<file path="config.mk">
export PLATFORM = sky130hd
export DESIGN_NAME = edge_bit_packer
export DESIGN_NICKNAME = d
export VERILOG_FILES = /design/src/rtl/edge_pkg.sv /design/src/rtl/edge_fifo.sv /design/src/rtl/edge_bit_packer.sv
export SDC_FILE = /design/constraint.sdc
export NUM_CORES = 1
export LEC_CHECK = 0
export CORE_MARGIN = 10
export CORE_UTILIZATION = 57
export CTS_BUF_LIST = sky130_fd_sc_hd__clkbuf_4 sky130_fd_sc_hd__clkbuf_8
export CTS_CLUSTER_DIAMETER = 50
export CTS_CLUSTER_SIZE = 20
export DETAILED_ROUTE_END_ITERATION = 16
export PLACE_DENSITY = 0.78
export SLEW_MARGIN = 5
export SYNTH_ARGS = -nofsm -noshare
export SYNTH_HDL_FRONTEND = slang
export SYNTH_HIERARCHICAL = 1
export SYNTH_SLANG_ARGS = --single-unit
</file>
<file path="constraint.sdc">
create_clock -name clk -period 3.85 [get_ports clk]
set_input_delay 1.155 -clock clk [delete_from_list [all_inputs] [get_ports clk]]
set_output_delay 1.155 -clock clk [all_outputs]
set_load 0.05 [all_outputs]
</file>
<file path="src/rtl/edge_pkg.sv">
// edge_pkg: shared types and geometry for the edge bit packer.
//   edge_byte_t  - one packed output byte plus its row-end / frame-start markers
//   VW, VH       - valid gradient region for the default image geometry
//   BPR, REM     - bytes per valid row and bits used in the last byte (0 = full)
//   PTR_W        - FIFO pointer width for the default FIFO depth
// Modules carrying their own geometry parameters use bytesPerRow()/remBits()
// so that the same arithmetic holds for non-default image sizes.
package edge_pkg;

  localparam int DEF_ROW_WIDTH  = 640;
  localparam int DEF_HEIGHT     = 480;
  localparam int DEF_FIFO_DEPTH = 16;

  localparam int VW    = DEF_ROW_WIDTH - 2;
  localparam int VH    = DEF_HEIGHT - 2;
  localparam int BPR   = (VW + 7) / 8;
  localparam int REM   = VW % 8;
  localparam int PTR_W = $clog2(DEF_FIFO_DEPTH);

  typedef struct packed {
    logic [7:0] data;
    logic       last;
    logic       sof;
  } edge_byte_t;

  // Number of bytes needed to hold one valid row of vw edge bits.
  function automatic int bytesPerRow(input int vw);
    return (vw + 7) / 8;
  endfunction

  // Bits occupied in the final byte of a row; 0 means that byte is full.
  function automatic int remBits(input int vw);
    return vw % 8;
  endfunction

endpackage

</file>
<file path="src/rtl/edge_fifo.sv">
// edge_fifo: synchronous FIFO of edge_byte_t with a fall-through head.
//   clk      - system clock, rising edge
//   rst      - asynchronous active-low reset, empties the FIFO
//   i_push   - write i_data (ignored when full unless a pop happens this cycle)
//   i_pop    - remove the head entry (ignored when empty)
//   i_data   - entry to write
//   o_full   - all DEPTH entries in use
//   o_empty  - no entries in use
//   o_head   - oldest entry, visible combinationally from storage
module edge_fifo
  import edge_pkg::*;
#(
  parameter int DEPTH = 16
) (
  input  logic       clk,
  input  logic       rst,
  input  logic       i_push,
  input  logic       i_pop,
  input  edge_byte_t i_data,
  output logic       o_full,
  output logic       o_empty,
  output edge_byte_t o_head
);

  localparam int AW    = $clog2(DEPTH);
  localparam int CNT_W = AW + 1;

  edge_byte_t        r_mem [DEPTH];
  logic [AW-1:0]     r_wrPtr;
  logic [AW-1:0]     r_rdPtr;
  logic [CNT_W-1:0]  r_count;
  logic              w_doPush;
  logic              w_doPop;

  // Qualify the requests against the occupancy. When full, a write is still
  // accepted if the head leaves on the same edge: the write lands in the slot
  // the read pointer is just vacating, and the head is read out before the edge.
  always_comb begin
    o_full   = (r_count == CNT_W'(DEPTH));
    o_empty  = (r_count == '0);
    w_doPop  = i_pop && !o_empty;
    w_doPush = i_push && (!o_full || w_doPop);
    o_head   = r_mem[r_rdPtr];
  end

  // Storage array; contents are only meaningful below the count, so it
  // carries no reset.
  always_ff @(posedge clk) begin
    if (w_doPush) begin
      r_mem[r_wrPtr] <= i_data;
    end
  end

  // Pointers wrap naturally because DEPTH is a power of two; the count
  // register tells full from empty when the pointers are equal.
  always_ff @(posedge clk or negedge rst) begin
    if (!rst) begin
      r_wrPtr <= '0;
      r_rdPtr <= '0;
      r_count <= '0;
    end else begin
      if (w_doPush) begin
        r_wrPtr <= r_wrPtr + AW'(1);
      end
      if (w_doPop) begin
        r_rdPtr <= r_rdPtr + AW'(1);
      end
      case ({w_doPush, w_doPop})
        2'b10:   r_count <= r_count + CNT_W'(1);
        2'b01:   r_count <= r_count - CNT_W'(1);
        default: r_count <= r_count;
      endcase
    end
  end

endmodule

</file>
<file path="src/rtl/edge_bit_packer.sv">
// edge_bit_packer: binarizes the sobel_filter gradient stream against a
// per-frame threshold and packs 8 edge bits per byte, LSB-first, into a
// valid/ready byte stream. The upstream cannot stall, so a full FIFO drops
// bytes and raises a sticky overflow flag instead of pushing back.
//   clk, rst            - clock and asynchronous active-low reset
//   gradient(_valid)    - gradient magnitude and its qualifier
//   threshold           - edge threshold, captured on the first beat of a frame
//   out_data/last/sof   - FIFO head: packed bits, row-end and frame-start markers
//   out_valid/out_ready - output handshake
//   frame_done          - one-cycle pulse after the last byte of a frame is pushed
//   overflow            - sticky: a byte was lost to a full FIFO
module edge_bit_packer
  import edge_pkg::*;
#(
  parameter int ROW_WIDTH  = 640,
  parameter int HEIGHT     = 480,
  parameter int GRAD_W     = 11,
  parameter int FIFO_DEPTH = 16
) (
  input  logic              clk,
  input  logic              rst,
  input  logic [GRAD_W-1:0] gradient,
  input  logic              gradient_valid,
  input  logic [GRAD_W-1:0] threshold,
  output logic [7:0]        out_data,
  output logic              out_last,
  output logic              out_sof,
  output logic              out_valid,
  input  logic              out_ready,
  output logic              frame_done,
  output logic              overflow
);

  localparam int VW_L  = ROW_WIDTH - 2;
  localparam int VH_L  = HEIGHT - 2;
  // The column counter is kept at least 4 bits wide so that its low three
  // bits give the bit slot and the "first byte of the row" test (col < 8)
  // stays meaningful for very narrow images.
  localparam int COL_W = ($clog2(VW_L) > 4) ? $clog2(VW_L) : 4;
  localparam int ROW_W = ($clog2(VH_L) > 1) ? $clog2(VH_L) : 1;

  logic [COL_W-1:0]  r_col;
  logic [ROW_W-1:0]  r_row;
  logic [7:0]        r_pack;
  logic [GRAD_W-1:0] r_thr;
  logic              r_frameDone;
  logic              r_overflow;

  logic              w_frameStart;
  logic [GRAD_W-1:0] w_thrEff;
  logic              w_edge;
  logic [7:0]        w_packNext;
  logic              w_colLast;
  logic              w_rowLast;
  logic              w_push;
  logic              w_pop;
  logic              w_accept;
  logic              w_full;
  logic              w_empty;
  edge_byte_t        w_pushByte;
  edge_byte_t        w_head;

  // Per-beat datapath. The first beat of a frame compares against the live
  // threshold, because thr_q only picks it up on that same edge. The byte is
  // assembled from the pack register plus the current bit so it can be pushed
  // on the edge of the beat that completes it; partial last bytes keep their
  // upper bits at 0 because the pack register is cleared after every push.
  always_comb begin
    w_frameStart        = (r_col == '0) && (r_row == '0);
    w_thrEff            = w_frameStart ? threshold : r_thr;
    w_edge              = (gradient >= w_thrEff);
    w_packNext          = r_pack | (8'(w_edge) << r_col[2:0]);
    w_colLast           = (r_col == COL_W'(VW_L - 1));
    w_rowLast           = (r_row == ROW_W'(VH_L - 1));
    w_push              = gradient_valid && ((r_col[2:0] == 3'd7) || w_colLast);
    w_pushByte.data     = w_packNext;
    w_pushByte.last     = w_colLast;
    w_pushByte.sof      = (r_col < COL_W'(8)) && (r_row == '0);
    w_pop               = !w_empty && out_ready;
    w_accept            = w_push && (!w_full || w_pop);
  end

  // Geometry counters, threshold capture, pack register and status flags.
  // Counters advance on every valid beat even when the byte is dropped, so a
  // lost byte never shifts the framing of what follows.
  always_ff @(posedge clk or negedge rst) begin
    if (!rst) begin
      r_col       <= '0;
      r_row       <= '0;
      r_pack      <= '0;
      r_thr       <= '0;
      r_frameDone <= 1'b0;
      r_overflow  <= 1'b0;
    end else begin
      r_frameDone <= 1'b0;
      if (gradient_valid) begin
        if (w_frameStart) begin
          r_thr <= threshold;
        end
        r_pack <= w_push ? 8'h00 : w_packNext;
        if (w_colLast) begin
          r_col <= '0;
          if (w_rowLast) begin
            r_row       <= '0;
            r_frameDone <= 1'b1;
          end else begin
            r_row <= r_row + ROW_W'(1);
          end
        end else begin
          r_col <= r_col + COL_W'(1);
        end
      end
      if (w_push && w_full && !w_pop) begin
        r_overflow <= 1'b1;
      end
    end
  end

  edge_fifo #(
    .DEPTH (FIFO_DEPTH)
  ) u_fifo (
    .clk     (clk),
    .rst     (rst),
    .i_push  (w_accept),
    .i_pop   (w_pop),
    .i_data  (w_pushByte),
    .o_full  (w_full),
    .o_empty (w_empty),
    .o_head  (w_head)
  );

  // Output stream: the FIFO head falls straight through; payload fields are
  // forced to 0 whenever there is nothing valid to present.
  always_comb begin
    out_valid  = !w_empty;
    out_data   = out_valid ? w_head.data : 8'h00;
    out_last   = out_valid && w_head.last;
    out_sof    = out_valid && w_head.sof;
    frame_done = r_frameDone;
    overflow   = r_overflow;
  end

endmodule
</file>
Word-level counts from Yosys, hierarchy flattened
Memories as Yosys holds them, arrays and structs flattened.
Cells that the tools add are included.
{"block": "classes", "add_sub_neg": 6, "n_reduce_logical": 22, "div_mod_pow": 0, "multipliers": 0, "shift": 1, "muxes": 11, "bitwise": 1, "eq_ne": 6, "order_cmp": 2}
{"operator": "2-to-1 mux 8 bit", "n": 2}
{"operator": ">= comparator 11 bit", "n": 1}
{"operator": "logical AND 1 bit", "n": 11}
{"operator": "2-to-1 mux 11 bit", "n": 1}
{"operator": "adder 10 x 1 -> 10 bit (second input constant)", "n": 1}
{"operator": "equality test 10 bit (second input constant)", "n": 1}
{"operator": "logical NOT 10 bit", "n": 1}
{"operator": "less-than comparator 10 x 4 -> 1 bit (second input constant)", "n": 1}
{"operator": "2-to-1 mux 10 bit", "n": 1}
{"operator": "case mux 5 bit (2 select lines)", "n": 1}
{"operator": "adder 9 x 1 -> 9 bit (second input constant)", "n": 1}
{"operator": "equality test 9 bit (second input constant)", "n": 1}
{"operator": "logical NOT 9 bit", "n": 1}
{"operator": "2-to-1 mux 9 bit", "n": 1}
{"operator": "adder 4 x 1 -> 4 bit (second input constant)", "n": 2}
{"operator": "OR 8 bit", "n": 1}
{"operator": "left shift 1 x 3 -> 8 bit", "n": 1}
{"operator": "adder 5 x 1 -> 5 bit (second input constant)", "n": 1}
{"operator": "equality test 5 bit (second input constant)", "n": 1}
{"operator": "logical NOT 5 bit", "n": 1}
{"operator": "2-to-1 mux 1 bit", "n": 5}
{"operator": "subtractor 5 x 1 -> 5 bit (second input constant)", "n": 1}
{"operator": "equality test 3 bit (second input constant)", "n": 1}
{"operator": "logical NOT 1 bit", "n": 3}
{"operator": "5 further kinds", "n": 7}
{"block": "word_totals", "ff_bits": 53, "latch_bits": 0, "memories": 1, "inputBits": 26, "ram_bits": 160, "mem_bits_ro": 0, "output_inout_bits": 13}
{"name": "u_fifo.r_mem", "depth": 16, "width": 10, "rd": 1, "rd_clocked_by_memory_dff": 0, "wr": 1, "line_no": "edge_fifo.sv:28", "rtl": "edge_byte_t r_mem [DEPTH];"}

Longest topological paths before layout
Gate-level depths: netlist of the first run.
{"block": "depth", "word_depth": 8, "mapped_depth": 16, "depth_no_buf": 14}

By module
The synthesis of the first run kept the hierarchy.
{"module": "edge_fifo", "seq_area_each_um2": 5129.9, "instances": 1, "area_each_um2": 7050.5, "cells_each": 354}
{"module": "edge_bit_packer", "seq_area_each_um2": 1001.0, "instances": 1, "area_each_um2": 2458.6, "cells_each": 247}

Least setup slack after synthesis of the first run
Ideal clock, no wire load.
{"block": "synth_path", "kind": "register to register", "start": "register r_col[5]", "end": "memory u_fifo/r_mem[0][5] (netlist name) (data pin)", "arrival_time_ns": 3.603, "period_less_slack_ns": 3.994, "setup_slack_ns": -0.144, "path_stages_with_launch": 12, "setup_ns": 0.392, "path_cell_list": "dfrtp_1 > or4_4 > nor4_4 > buf_2 > mux2i_1 > ha_1 > and3_1 > a221o_1 > nand2_1 > and3_1 > clkbuf_1 > o41ai_1"}
{"block": "synth_between", "elab_chain_cells": 6}
{"item": "start: declaration", "line_no": "edge_bit_packer.sv:42", "rtl": "logic [COL_W-1:0] r_col;"}
{"item": "start signal: assignment", "line_no": "edge_bit_packer.sv:110", "rtl": "r_col <= r_col + COL_W'(1);"}
{"item": "logical NOT 10 bit", "line_no": "edge_bit_packer.sv:69", "rtl": "w_frameStart = (r_col == '0) && (r_row == '0);"}
{"item": "logical AND 1 bit", "line_no": "edge_bit_packer.sv:69"}
{"item": "2-to-1 mux 11 bit"}
{"item": ">= comparator 11 bit", "line_no": "edge_bit_packer.sv:71", "rtl": "w_edge = (gradient >= w_thrEff);"}
{"item": "left shift 1 x 3 -> 8 bit", "line_no": "edge_bit_packer.sv:72", "rtl": "w_packNext = r_pack | (8'(w_edge) << r_col[2:0]);"}
{"item": "OR 8 bit", "line_no": "edge_bit_packer.sv:72"}
{"item": "via w_packNext[3]", "line_no": "edge_bit_packer.sv:52", "rtl": "logic [7:0] w_packNext;"}
{"item": "end: declaration", "line_no": "edge_fifo.sv:28"}
The timed path passes the listed nets, and every way through them passes these cells.

==> run metrics, run 1 <==
result of the run finished clean; most common cell after layout, fill and taps aside sky130_fd_sc_hd__edfxtp_1; IR drop worst, VDD 0.662 mV; number of cell rows 47; slew of the pin with the lowest slew margin about 0.66 ns; count of max-cap constraint violations 0; leakage around 4 nW; IO buf count 38; data required time at the worst endpoint around 2.7 ns; total number of clock tree sinks around 210; number of distinct library cells after synthesis 64; die boundary width 149 um; post-route minimum period approximately 3.7 ns; number of max-slew violations in the final report 0; total number of nets in the final design 732; share of Yosys cell area claimed by the top area cell type 0.505; H-tree depth reported by CTS 1; sequential element share of the synthesized area 0.645; placeable core region about 16,000 um2; sum of net half-perimeters after detailed placement approximately 13,000 um; Highest Clock Rate approximately 270 MHz; Hold-fix buffers, CTS 0; starting utilization of the core area 0.578; Clock Tree Buf Depth 3; post-synth design cell area around 9500 um2; Synth warnings 6; max-slew headroom at the worst pin 0.561; post-detailed-route wirelength per cell between 20 and 25 um; critical register-to-register path startpoint r_row[0]; grt total ovfl 0; type of the worst min-delay path flip-flop to flip-flop; CTS buffer count 19; DRC marker count from the first detailed-route iteration just over 600; # IOs 39; signed area change from the synthesized netlist to the final layout 13.6%; number of synthesized register bits 213; routability congestion estimate from global placement 0.854; global-route wire length before repair 31,800 um; iteration count of the initial detailed-routing pass 5; Post-Synthesis Net Count 654; global router's overall resource usage 0.183; Fin Clk Skew about 0.024 ns; total negative setup slack 0 ns; Post-synth EDFFs 160; cell type with the highest aggregate area in the netlist sky130_fd_sc_hd__edfxtp_1; filler instances 1,141; Max FO, Critical Path 20; DRC Markers 0; hold path start r_thr[0]; cell at the root of the clock tree sky130_fd_sc_hd__clkbuf_8; worst endpoint data arrival time about 2.6 ns; ratio of routed vias to standard cells ~6.1; Die Y 149 um; clock tree from TritonCTS done; Clock transition at path regs 0.11 ns; count of antenna-violating nets left after detailed routing 0; vias in the first global route roughly 5.7k; prevailing post-synth register cell sky130_fd_sc_hd__edfxtp_1; total via count after detailed routing about 5.6k; highest-count cells in the layout ignoring fill and taps sky130_fd_sc_hd__edfxtp_1 (160), sky130_fd_sc_hd__buf_4 (53), sky130_fd_sc_hd__dfrtp_1 (52); Total Die Area around 22,000 um2; layout cells sized above 1 0.200; Ant. Diodes 0; Crit. End Element primary output; final count of hold timing violations 0; RSZ-0062 raised after global routing false; power per unit of standard cell area between 700 and 800 nW/um2; ys async rst share 0.249; number of instances in the synthesized netlist 601; critical path startpoint category flip-flop; drt total wl around 20,000 um; Mapped Avg Cell Area around 16 um2; later-pin clock latency in the skew report 0.52 ns; count of final setup violators 0; Tot Pwr roughly 7.6 mW; Period Utilization, post-route 0.969; startpoint-to-endpoint class of the critical path flip-flop to primary output; pin count of the biggest net entering global routing 44; worst setup path startpoint u_fifo/r_rdPtr[0]; top post-synthesis cells by area sky130_fd_sc_hd__edfxtp_1 (51%), sky130_fd_sc_hd__dfrtp_1 (14%), sky130_fd_sc_hd__mux4_2 (6.4%); number of antenna violations at the first check in global routing 0
through the flow:
stage | hold slack, ns | utilization | instances | setup WS, ns | area [um2]
2_1_floorplan | 0.450 | - | 601 | 0.153 | 9520
3_3_place_gp | 0.467 | 0.625 | 872 | 0.304 | 10300
3_5_place_dp | 0.475 | 0.625 | 872 | 0.277 | 10300
4_1_cts | 0.494 | 0.651 | 905 | 0.0657 | 10700
5_1_grt | 0.527 | 0.656 | 911 | 0.0143 | 10800
6_report | 0.497 | 0.656 | 911 | 0.119 | 10800
report_power, final:
| part | switching, mW | internal (mW) |
|---|---|---|
| combinational | 1.77 | 1.25 |
| sequential | 0.215 | 2.94 |
| clock | 0.818 | 0.592 |
cell type report:
class	instances	area (um2)	area share
flip-flops and latches	213	6130	0.568
well taps	220	275	0.0255
clock inverters	13	154	0.0143
inverters	17	63.8	0.00591
clock buffers	20	269	0.0249
repair buffers	85	757	0.0701
multi-input cells	343	3150	0.291
repair_timing:
action	4_1_cts	5_1_grt
gates resized for setup	0	3
setup buffers	0	5
setup endpoints to repair	0	98
worst max-delay path, cell delays in order, from the launching register on:
cell and delay, ns:
sky130_fd_sc_hd__dfrtp_2 0.53, sky130_fd_sc_hd__buf_16 0.23, sky130_fd_sc_hd__mux4_2 0.51, sky130_fd_sc_hd__a22oi_1 0.32
sky130_fd_sc_hd__nand2_1 0.13, sky130_fd_sc_hd__nor2b_1 0.16, sky130_fd_sc_hd__buf_4 0.19
logic make-up after synthesis:
| family | Yosys count | synth area share |
|---|---|---|
| DFF | 213 | 0.645 |
| and+or+nand+nor | 156 | 0.0871 |
| AOI/OAI and AO/OA | 75 | 0.0589 |
| muxes | 68 | 0.131 |
| buffers and inverters | 45 | 0.0261 |
| adders and majority gates | 27 | 0.0363 |
| xor gates and xnor gates | 17 | 0.0157 |
synthesized netlist by cell type, types with 5 or more instances:
master	number
sky130_fd_sc_hd__edfxtp_1	160
sky130_fd_sc_hd__nand4_1	10
sky130_fd_sc_hd__nand2_1	37
sky130_fd_sc_hd__mux4_1	13
sky130_fd_sc_hd__mux4_2	27
sky130_fd_sc_hd__clkbuf_1	8
sky130_fd_sc_hd__a31o_2	7
sky130_fd_sc_hd__xnor2_1	11
sky130_fd_sc_hd__mux2_1	13
sky130_fd_sc_hd__nor3_1	7
sky130_fd_sc_hd__a21oi_1	6
sky130_fd_sc_hd__o21ai_1	7
sky130_fd_sc_hd__mux2i_1	14
sky130_fd_sc_hd__ha_1	26
sky130_fd_sc_hd__xor2_1	6
sky130_fd_sc_hd__nand2b_1	8
sky130_fd_sc_hd__nor2_1	37
sky130_fd_sc_hd__dfrtp_1	53
sky130_fd_sc_hd__nor2b_1	16
sky130_fd_sc_hd__nand3_1	18
sky130_fd_sc_hd__buf_2	10
sky130_fd_sc_hd__a22oi_1	20
sky130_fd_sc_hd__o21ai_0	5
sky130_fd_sc_hd__inv_1	17
state kept, by name (all words and copies together), names as in the netlist, 4 cells and up:
register,count
u_fifo/r_count,5
r_row,9
u_fifo/r_rdPtr,4
r_col,10
r_thr,11
r_pack,8
u_fifo/r_wrPtr,4
u_fifo/r_mem,160
layer usage:
layer,wire length [um],track usage
met2,9990,0.300
met5,0,0
met4,508,0.0564
met3,1760,0.0407
met1,8060,0.240
path summary, 6_finish.rpt:
path / end / slack (ns) / depth (start not counted)
max reg2reg: u_fifo/r_mem[9][6] / 0.35 / 14
max: out_last / 0.12 / 6
min in group asynchronous: frame_done / 0.63 / 1
min: r_thr[0] / 0.50 / 1
min reg2reg: r_thr[0] / 0.50 / 1
max in group asynchronous: u_fifo/r_rdPtr[0] / 2.56 / 2
(Power assumes the default switching activity.)
==> inputs of run 2 (changes only) <==
--- a/config.mk
+++ b/config.mk
@@ -5,15 +5,15 @@
 export SDC_FILE = /design/constraint.sdc
 export NUM_CORES = 1
 export LEC_CHECK = 0
+export CAP_MARGIN = 20
 export CORE_MARGIN = 10
 export CORE_UTILIZATION = 57
 export CTS_BUF_LIST = sky130_fd_sc_hd__clkbuf_4 sky130_fd_sc_hd__clkbuf_8
 export CTS_CLUSTER_DIAMETER = 50
 export CTS_CLUSTER_SIZE = 20
 export DETAILED_ROUTE_END_ITERATION = 16
-export PLACE_DENSITY = 0.78
+export PLACE_DENSITY = 0.79
 export SLEW_MARGIN = 5
 export SYNTH_ARGS = -nofsm -noshare
 export SYNTH_HDL_FRONTEND = slang
-export SYNTH_HIERARCHICAL = 1
 export SYNTH_SLANG_ARGS = --single-unit
==> run metrics, run 2 <==
result of the run finished clean; # IOs 39; placeable core region roughly 16,000 um2; count of final setup violators 0; cells on worst reg2reg path 16; sequential element share of the synthesized area 0.664; Post-Synth XOR/XNOR Area 0.0161; post-detailed-route wirelength per cell 22.0 um; post-synth design cell area 9230 um2; layout cells sized above 1 0.255; sum of net half-perimeters after detailed placement roughly 12,000 um; most flop-heavy register u_fifo.r_mem; data required time at the worst endpoint ~2.7 ns; combinational family with the most area after synthesis multiplexers; IR drop worst, VDD 0.480 mV; proportion of synthesized area in mux cells 0.152; share of Yosys cell area claimed by the top area cell type 0.520; power per unit of standard cell area 653 nW/um2; CTS buffer count 19; share of the core filled with cells 0.674; global-route wire length before repair approximately 30,000 um; Highest Clock Rate around 260 MHz; iteration count of the initial detailed-routing pass 5; CP max-delay cell sky130_fd_sc_hd__dfrtp_4; total number of nets in the final design 696; cell at the root of the clock tree sky130_fd_sc_hd__clkbuf_8; critical register-to-register path startpoint r_row[1]; ratio of routed vias to standard cells ~6.0; clock tree from TritonCTS done; Critical Path Stages 6; total number of clock tree sinks between 200 and 250; Crit. End Element primary output; die boundary width between 100 and 150 um; Die Y between 100 and 150 um; worst setup path startpoint u_fifo.r_rdPtr[0]; terminating pin of the worst hold path u_fifo.r_count[4]; end of the worst register-to-register path u_fifo.r_mem[6][7]; most frequent cell after synthesis sky130_fd_sc_hd__edfxtp_1; hold-critical path depth 1; critical-path cell list buf_12 > clkbuf_16 > mux4_2 > mux4_2 > nor2b_1 > buf_4; top cell types by occurrence after synthesis sky130_fd_sc_hd__edfxtp_1 (160), sky130_fd_sc_hd__dfrtp_1 (53), sky130_fd_sc_hd__mux4_2 (50); DRC marker count from the first detailed-route iteration 560; number of distinct library cells after synthesis between 40 and 50; cell type with the highest aggregate area in the netlist sky130_fd_sc_hd__edfxtp_1; Worst R2R Setup Slack between 0.2 and 0.3 ns; post-layout instance count excluding filler cells around 870; Synth warnings 0; most frequent CP cell sky130_fd_sc_hd__mux4_2; Ant. Diodes 0; Mapped Avg Cell Area about 17 um2; Cell Area, Placed between 10,000 and 15,000 um2; starting utilization of the core area 0.581; DRC Markers 0; Tot Pwr 7.00 mW; highest-count cells in the layout ignoring fill and taps sky130_fd_sc_hd__edfxtp_1 (160), sky130_fd_sc_hd__dfrtp_1 (52), sky130_fd_sc_hd__mux4_2 (50); vias in the first global route ~5.4k; fraction of the mapped netlist area in simple logic gates 0.0709; count of max-cap constraint violations 0; Post-synth EDFFs between 150 and 200; max incr delay on CP slightly above 0.5 ns; worst endpoint data arrival time 2.67 ns; routability congestion estimate from global placement 0.815; ys async rst share 0.249; H-tree depth reported by CTS 1; count of antenna-violating nets left after detailed routing 0; max FFs per register 160; Max FO, Critical Path 5; Post-Synthesis Net Count around 610; leakage between 3 and 4 nW; Fin Clk Skew about 0.028 ns; final count of hold timing violations 0; total negative setup slack 0 ns; startpoint-to-endpoint class of the critical path flip-flop to primary output; type of the worst min-delay path flip-flop to flip-flop; grt total ovfl 0; prevailing post-synth register cell sky130_fd_sc_hd__edfxtp_1; buffers and inverters on the worst path 3; Synth Area in Adders 0.0388; IO buf count 38; share of the synthesized area in compound gates (AO/OA/AOI/OAI) 0.0380; post-route minimum period 3.82 ns; number of synthesized register bits 213; number of max-slew violations in the final report 0; delay-heaviest family, CP multiplexers; pin count of the biggest net entering global routing 44; number of instances in the synthesized netlist roughly 560; Clock Tree Buf Depth 3; slew of the pin with the lowest slew margin approximately 0.77 ns; max-slew headroom at the worst pin 0.485; drt total wl between 15,000 and 20,000 um; number of cell rows 46; top post-synthesis cells by area sky130_fd_sc_hd__edfxtp_1 (52%), sky130_fd_sc_hd__dfrtp_1 (14%), sky130_fd_sc_hd__mux4_2 (12%); hold path start u_fifo.r_count[4]; Total Die Area 21,700 um2; largest registers u_fifo.r_mem: 160 flops, r_thr: 11 flops, r_col: 10 flops; Post-Layout Inst Area between 10,000 and 15,000 um2; post-route worst setup slack ~0.026 ns; worst hold slack 0.509 ns; number of antenna violations at the first check in global routing 0; global router's overall resource usage 0.173; signed area change from the synthesized netlist to the final layout 16.1%; most common cell after layout, fill and taps aside sky130_fd_sc_hd__edfxtp_1; critical path startpoint category flip-flop; total via count after detailed routing 5,205; placed cells between 800 and 900; post-placement setup slack -0.141 ns; Period Utilization, post-route 0.993; later-pin clock latency in the skew report between 0.5 and 0.6 ns; Clock transition at path regs 0.11 ns
-- run 2: changes by cell type in the layout (fill, tap and decap cells not counted), moves of 13 or more --
cell / before / now
sky130_fd_sc_hd__mux2_1: 13 / 0
sky130_fd_sc_hd__mux4_2: 27 / 50
sky130_fd_sc_hd__a22oi_1: 20 / 0
sky130_fd_sc_hd__o21ai_0: 5 / 19
sky130_fd_sc_hd__mux4_1: 13 / 0
sky130_fd_sc_hd__nor2_1: 37 / 19
sky130_fd_sc_hd__mux2_2: 1 / 15
-- run 2: cell type report --
class | count | area [um2]
multi-input combinational | 302 | 2940
clock inverter | 15 | 168
inverter | 19 | 71.3
sequential | 213 | 6130
clock buffer | 19 | 262
tap | 216 | 270
timing repair buffer | 87 | 866
fill | 1107 | 5170
-- run 2: what timing repair did --
item,in CTS,in global routing
gates resized for setup,3,9
endpoints found under the setup margin,41,132
setup buffers,2,2
endpoints found under the hold margin,0,0
cloned,0,4
pin swaps,0,0
hold buffers,0,0
-- run 2: worst reg2reg max path, cell delays in order, from the launching register on --
cell and delay [ns]:
sky130_fd_sc_hd__dfrtp_1 0.43, sky130_fd_sc_hd__inv_1 0.12, sky130_fd_sc_hd__ha_1 0.17, sky130_fd_sc_hd__nor4b_2 0.22, sky130_fd_sc_hd__nand3_1 0.14, sky130_fd_sc_hd__nor2_2 0.18, sky130_fd_sc_hd__buf_12 0.16, sky130_fd_sc_hd__mux2_2 0.36
sky130_fd_sc_hd__ha_1 0.28, sky130_fd_sc_hd__nand3_1 0.07, sky130_fd_sc_hd__nor3_1 0.04, sky130_fd_sc_hd__a2111oi_0 0.36, sky130_fd_sc_hd__buf_4 0.20, sky130_fd_sc_hd__a21o_1 0.16, sky130_fd_sc_hd__buf_4 0.16, sky130_fd_sc_hd__o31ai_1 0.09
sky130_fd_sc_hd__buf_4 0.20
-- run 2: kinds of logic (layout without fill, tap and decap cells) --
family,count (synthesis),in the layout
AOI/OAI and AO/OA,55,55
xor gates and xnor gates,17,17
adders and majority gates,28,28
buffers and inverters,40,140
DFF,213,213
muxes,76,76
and+or+nand+nor,126,126
-- run 2: worst max path at each step --
stage,endpoint,slack [ns]
5_1_grt,out_data[1],-0.02
4_1_cts,out_data[0],0.01
3_3_place_gp,u_fifo.r_mem[6][5],0.03
3_5_place_dp,u_fifo.r_mem[4][5],-0.14
2_1_floorplan,u_fifo.r_mem[0][6],0.25
6_report,out_data[1],0.03
-- run 2: metal layers --
metal,GRT usage,routed length (um),vias up
met5,0,0,-
met4,0.0372,257,0
met3,0.0283,1180,16
met2,0.302,10200,185
met1,0.223,7570,2683
li1,-,-,2321
-- run 2: where the power goes --
group,switching [mW],internal (mW),total [mW]
registers,0.165,2.83,2.99
logic,1.42,1.16,2.59
clock network,0.826,0.594,1.42
total,2.41,4.58,7.00
